$ cat src/rtl/gray_counter_param.sv
// ----------------------------------------------------------------------------
// gray_counter_param
//
// Purpose:
//   WIDTH-bit up/down counter with synchronous load and wrap or saturate
//   behaviour at the range ends. The binary count and its gray-coded
//   equivalent are held in separate registers that update on the same edge.
//   This keeps the two outputs aligned with no skew, and the gray value can
//   feed an async-boundary pointer directly.
//
// Parameters:
//   WIDTH      counter width in bits, 2..32
//   RESET_VAL  binary value loaded on reset, must be < 2**WIDTH
//
// Ports:
//   clk_i         rising-edge clock
//   reset_i       synchronous, active-high reset
//   enable_i      count enable, one step per cycle while high
//   up_dn_i       direction: 1 = up, 0 = down
//   sat_mode_i    1 = saturate at range ends, 0 = wrap modulo 2**WIDTH
//   load_i        synchronous load strobe, takes priority over enable_i
//   load_val_i    binary value written on load
//   value_gray_o  registered gray code of the count
//   value_bin_o   registered binary count
//   parity_o      registered XOR of value_gray_o (only with GRAYCNT_PARITY_EN)
//   tc_o          combinational terminal count: the next enabled step hits a range end
//   wrapped_o     registered one-cycle pulse while the post-wrap value is shown
//
// Optional feature:
//   Define GRAYCNT_PARITY_EN to add parity_o. If the macro is undefined, the
//   port and its logic are absent.
// ----------------------------------------------------------------------------
module gray_counter_param #(
    parameter int unsigned WIDTH     = 8,
    parameter int unsigned RESET_VAL = 0
) (
    input  logic             clk_i,
    input  logic             reset_i,
    input  logic             enable_i,
    input  logic             up_dn_i,
    input  logic             sat_mode_i,
    input  logic             load_i,
    input  logic [WIDTH-1:0] load_val_i,
    output logic [WIDTH-1:0] value_gray_o,
    output logic [WIDTH-1:0] value_bin_o,
`ifdef GRAYCNT_PARITY_EN
    output logic             parity_o,
`endif
    output logic             tc_o,
    output logic             wrapped_o
);

    localparam logic [WIDTH-1:0] AllOnes  = {WIDTH{1'b1}};
    localparam logic [WIDTH-1:0] Zero     = {WIDTH{1'b0}};
    localparam logic [WIDTH-1:0] ResetBin = WIDTH'(RESET_VAL);

    function automatic logic [WIDTH-1:0] to_gray(input logic [WIDTH-1:0] b);
        return b ^ (b >> 1);
    endfunction

    localparam logic [WIDTH-1:0] ResetGray = to_gray(ResetBin);

    logic [WIDTH-1:0] bin_q,  bin_d;
    logic [WIDTH-1:0] gray_q, gray_d;
    logic             wrap_q, wrap_d;

    logic at_top;
    logic at_bottom;

    assign at_top    = (bin_q == AllOnes);
    assign at_bottom = (bin_q == Zero);

    // Next-state: load beats enable; a range end either wraps or holds.
    always_comb begin
        bin_d  = bin_q;
        wrap_d = 1'b0;
        if (load_i) begin
            bin_d = load_val_i;
        end else if (enable_i) begin
            if (up_dn_i) begin
                if (!at_top) begin
                    bin_d = bin_q + 1'b1;
                end else if (!sat_mode_i) begin
                    bin_d  = Zero;
                    wrap_d = 1'b1;
                end
            end else begin
                if (!at_bottom) begin
                    bin_d = bin_q - 1'b1;
                end else if (!sat_mode_i) begin
                    bin_d  = AllOnes;
                    wrap_d = 1'b1;
                end
            end
        end
    end

    // The gray register is computed from the next binary value. It therefore
    // lands on the same edge as bin_q and adds no latency.
    always_comb begin
        gray_d = to_gray(bin_d);
    end

    always_ff @(posedge clk_i) begin
        if (reset_i) begin
            bin_q  <= ResetBin;
            gray_q <= ResetGray;
            wrap_q <= 1'b0;
        end else begin
            bin_q  <= bin_d;
            gray_q <= gray_d;
            wrap_q <= wrap_d;
        end
    end

`ifdef GRAYCNT_PARITY_EN
    logic parity_q;

    always_ff @(posedge clk_i) begin
        if (reset_i) begin
            parity_q <= ^ResetGray;
        end else begin
            parity_q <= ^gray_d;
        end
    end

    assign parity_o = parity_q;
`endif

    // Terminal count ignores sat_mode_i. It flags the edge at which the count
    // would leave its range, whether that edge then wraps or saturates.
    always_comb begin
        tc_o = 1'b0;
        if (enable_i && !load_i) begin
            tc_o = up_dn_i ? at_top : at_bottom;
        end
    end

    assign value_bin_o  = bin_q;
    assign value_gray_o = gray_q;
    assign wrapped_o    = wrap_q;

    // The two count registers must always describe the same value.
    a_gray_matches_bin : assert property (@(posedge clk_i) gray_q == to_gray(bin_q));

endmodule
$ cat config.mk
export PLATFORM = sky130hd
export DESIGN_NAME = gray_counter_param
export DESIGN_NICKNAME = d
export VERILOG_FILES = /design/src/rtl/gray_counter_param.sv
export SDC_FILE = /design/constraint.sdc
export NUM_CORES = 1
export LEC_CHECK = 0
export BUFFER_PORTS_ARGS = -buffer_cell sky130_fd_sc_hd__buf_4
export CAP_MARGIN = 20
export CORE_MARGIN = 2
export CORE_UTILIZATION = 57
export CTS_CLUSTER_DIAMETER = 100
export DETAILED_ROUTE_END_ITERATION = 7
export PLACE_DENSITY_LB_ADDON = 0.25
export SYNTH_ARGS = -nofsm -noshare
export SYNTH_HDL_FRONTEND = slang
export SYNTH_SLANG_ARGS = --single-unit
$ cat constraint.sdc
create_clock -name clk_i -period 6.5 [get_ports clk_i]
set_input_delay 0.65 -clock clk_i [delete_from_list [all_inputs] [get_ports clk_i]]
set_output_delay 0.65 -clock clk_i [all_outputs]
set_load 0.03 [all_outputs]
==> reports/qor.txt <==
status: complete, no violations
chip width: 52.9 um
Synth-to-Final Area Change: 15.4%
hold-fix buffers at CTS: 0
H-tree levels: 1
final core utilization: 70.5%
Int Power: 0.000178 W
Site Rows: 17
hpwl dp: 2570 um
Initial DRC Count: 67
type of origin of the critical path: flop
First-pass DRT Iterations: 4
die area: 2800 sq um
Synth Instances: 177
most common library cells after synthesis: nor2_1, dfxtp_1, a21oi_1
initial antenna violation count: 0
Longest Clk Path Bufs: 2
Max Cap Violations: 0
Avg Cell Area, Syn: 7.71 sq um
final hold violation count: 0
ys flop type: dfxtp_1
core area: 2230 sq um
Peak VDD IR: 0.176 mV
clock-pin slew on the worst setup and hold paths: 0.08 ns
vias in the first global route: 1,309
Clk pwr share: 16.8%
synth warn: 0
DR vias/cell: 6.75
Worst Setup Path Type: reg -> out
CTS root buf: clkbuf_4
Final TNS setup: 0 ns
Tcrit/Tclk final: 44.6%
Mapped Area: 1370 sq um
wire per inst: 16.4 um
# resized after CTS: 0
CTS buffer count: 3
HP Class: in -> reg
fill count: 187
Netlist cell types: 55
largest net degree at the start of global routing: 19
CTS tree: yes
Sink Count: 16
endpoint type of the worst setup path: output pin
FF+latch count, synth: 16
Die Height: 52.9 um
post-route ant nets: 0
Post-CTS Setup Inserts: 0
Setup-failing EPs final: 0
all-layer global routing usage: 28.2%
cell taking the most area after synthesis: dfxtp_1
share of cells above drive strength 1: 22.7%
Critical Path RT: 5.85 ns
Worst Skew: 0.00415 ns
ant diodes: 0
Synth async-reset ratio: 0%
Switching Share: 38.8%
Worst EP arrival: 2.25 ns
Peak Freq: 345 MHz
Switching Power: 0.000113 W
RSZ-0062 raised after global routing: false
GPL Wtd Cong: 0.914
Seq pwr share: 42.3%
dominant cells by area after synthesis: dfxtp_1, nor2_1, a21oi_1
number of I/O pins: 32
drc violations: 0
P per Cell Area: 185 nW/um^2
pre-CTS setup slack: 3.91 ns
remaining global-route overflow: 0
Least-Margin Pin Slew: 0.598 ns
Synth Net Count: 194
post-synthesis sequential area ratio: 23.5%
first-pass GRT wire length: 5930 um
Vias: 1,499
CP max FO: 13
leakage power: 0.634 nW
# port buffers: 31
max-slew violation count: 0
fin worst setup slack: 3.60 ns
most common cell in the synthesized netlist: nor2_1
worst skew pair latency: 0.28 ns
Max transition margin: 59.9%
Post-synth EDFFs: 0
minimum clock period: 2.90 ns
Starting Density: 61.1%
drt total wl: 3650 um
Final nets: 213
logic gate share of total power: 40.8%
Synth top area share: 23.5%
==> critical path: stages (launching register included) <==
cell     delay, ns
dfxtp_1       0.45
inv_1         0.22
ha_1          0.26
nor4b_1       0.41
nand2_1       0.18
nor2_1        0.13
a21oi_1       0.06
nor2_1        0.10
buf_4         0.17
==> routing by layer <==
metal / wire length, um / up-vias / share of wire, % / global-route usage [%]
li1: - / 706 / - / -
met5: 0 / - / 0 / 0
met2: 1740 / 86 / 48 / 45.2
met4: 70 / 0 / 1.9 / 12.0
met3: 275 / 10 / 7.5 / 2.26
met1: 1560 / 697 / 43 / 38.6
==> registers in the layout (all words and copies together) (netlist names) <==
name          flops
value_bin_o       8
value_gray_o      7
wrapped_o         1
==> through the flow <==
| stage | hold slack [ns] | instance area, sq um | power [W] | instances |
|---|---|---|---|---|
| floorplan | 0.722 | 1370 | 0.000208 | 177 |
| global placement | 0.861 | 1550 | 0.000239 | 219 |
| detailed placement | 0.897 | 1550 | 0.000242 | 219 |
| CTS | 0.644 | 1580 | 0.000291 | 222 |
| global route | 0.658 | 1580 | 0.000307 | 222 |
| finish | 0.646 | 1580 | 0.000291 | 222 |
==> logic make-up after synthesis <==
kind of cell,after synthesis,share of synthesized area (%)
and+or+nand+nor,82,34.6
muxes,2,1.47
xor gates and xnor gates,3,1.93
adders and majority gates,3,2.75
buffers and inverters,23,7.52
AOI/OAI and AO/OA,48,28.2
DFF,16,23.5
==> final timing paths <==
kind                      to            from  slack [ns]  depth (start not counted)
max                     tc_o  value_bin_o[0]        3.60                          8
min          value_gray_o[1]         reset_i        0.65                          2
max reg2reg  value_gray_o[4]  value_bin_o[0]        3.92                          8
min reg2reg   value_bin_o[7]  value_bin_o[7]        0.93                          4
==> cells in the final DEF, fill, tap and decap left out, types with 2 or more instances in the layout <==
master     count
a211oi_1       4
a21o_1         3
a21oi_1       11
a311o_1        3
and3_1         4
buf_4         31
clkbuf_4       3
dfxtp_1       16
ha_1           3
inv_1          6
mux2i_1        2
nand2_1        8
nand2b_1       3
nand3_1        7
nand4_1        6
nor2_1        18
nor2b_1        5
nor3_1         8
nor3b_1        3
nor4_1         2
nor4b_1        2
o2111ai_1      3
o21ai_0        5
o21ai_1        2
o21bai_1       2
or3_1          4
or4_1          2
xnor2_1        2
==> area by class of cell <==
cell class / count / area (sq um) / area share (%)
Clock buffer: 3 / 22.5 / 1.43
Inverter: 6 / 22.5 / 1.43
Multi-Input combinational cell: 138 / 942 / 59.8
Sequential cell: 16 / 320 / 20.3
Tap cell: 28 / 35.0 / 2.22
Timing Repair Buffer: 31 / 233 / 14.8
==> power by group through the flow <==
| stage | Sequential (W) | Clock, W | Combinational (W) |
|---|---|---|---|
| 3_3_place_gp | 0.000124 | 0 | 0.000115 |
| 6_report | 0.000123 | 0.0000490 | 0.000119 |
| 3_5_place_dp | 0.000125 | 0 | 0.000118 |
| 4_1_cts | 0.000122 | 0.0000506 | 0.000118 |
| 2_1_floorplan | 0.000133 | 0 | 0.0000755 |
| 5_1_grt | 0.000125 | 0.0000528 | 0.000129 |
No activity file was read; power rests on OpenSTA's default activity.
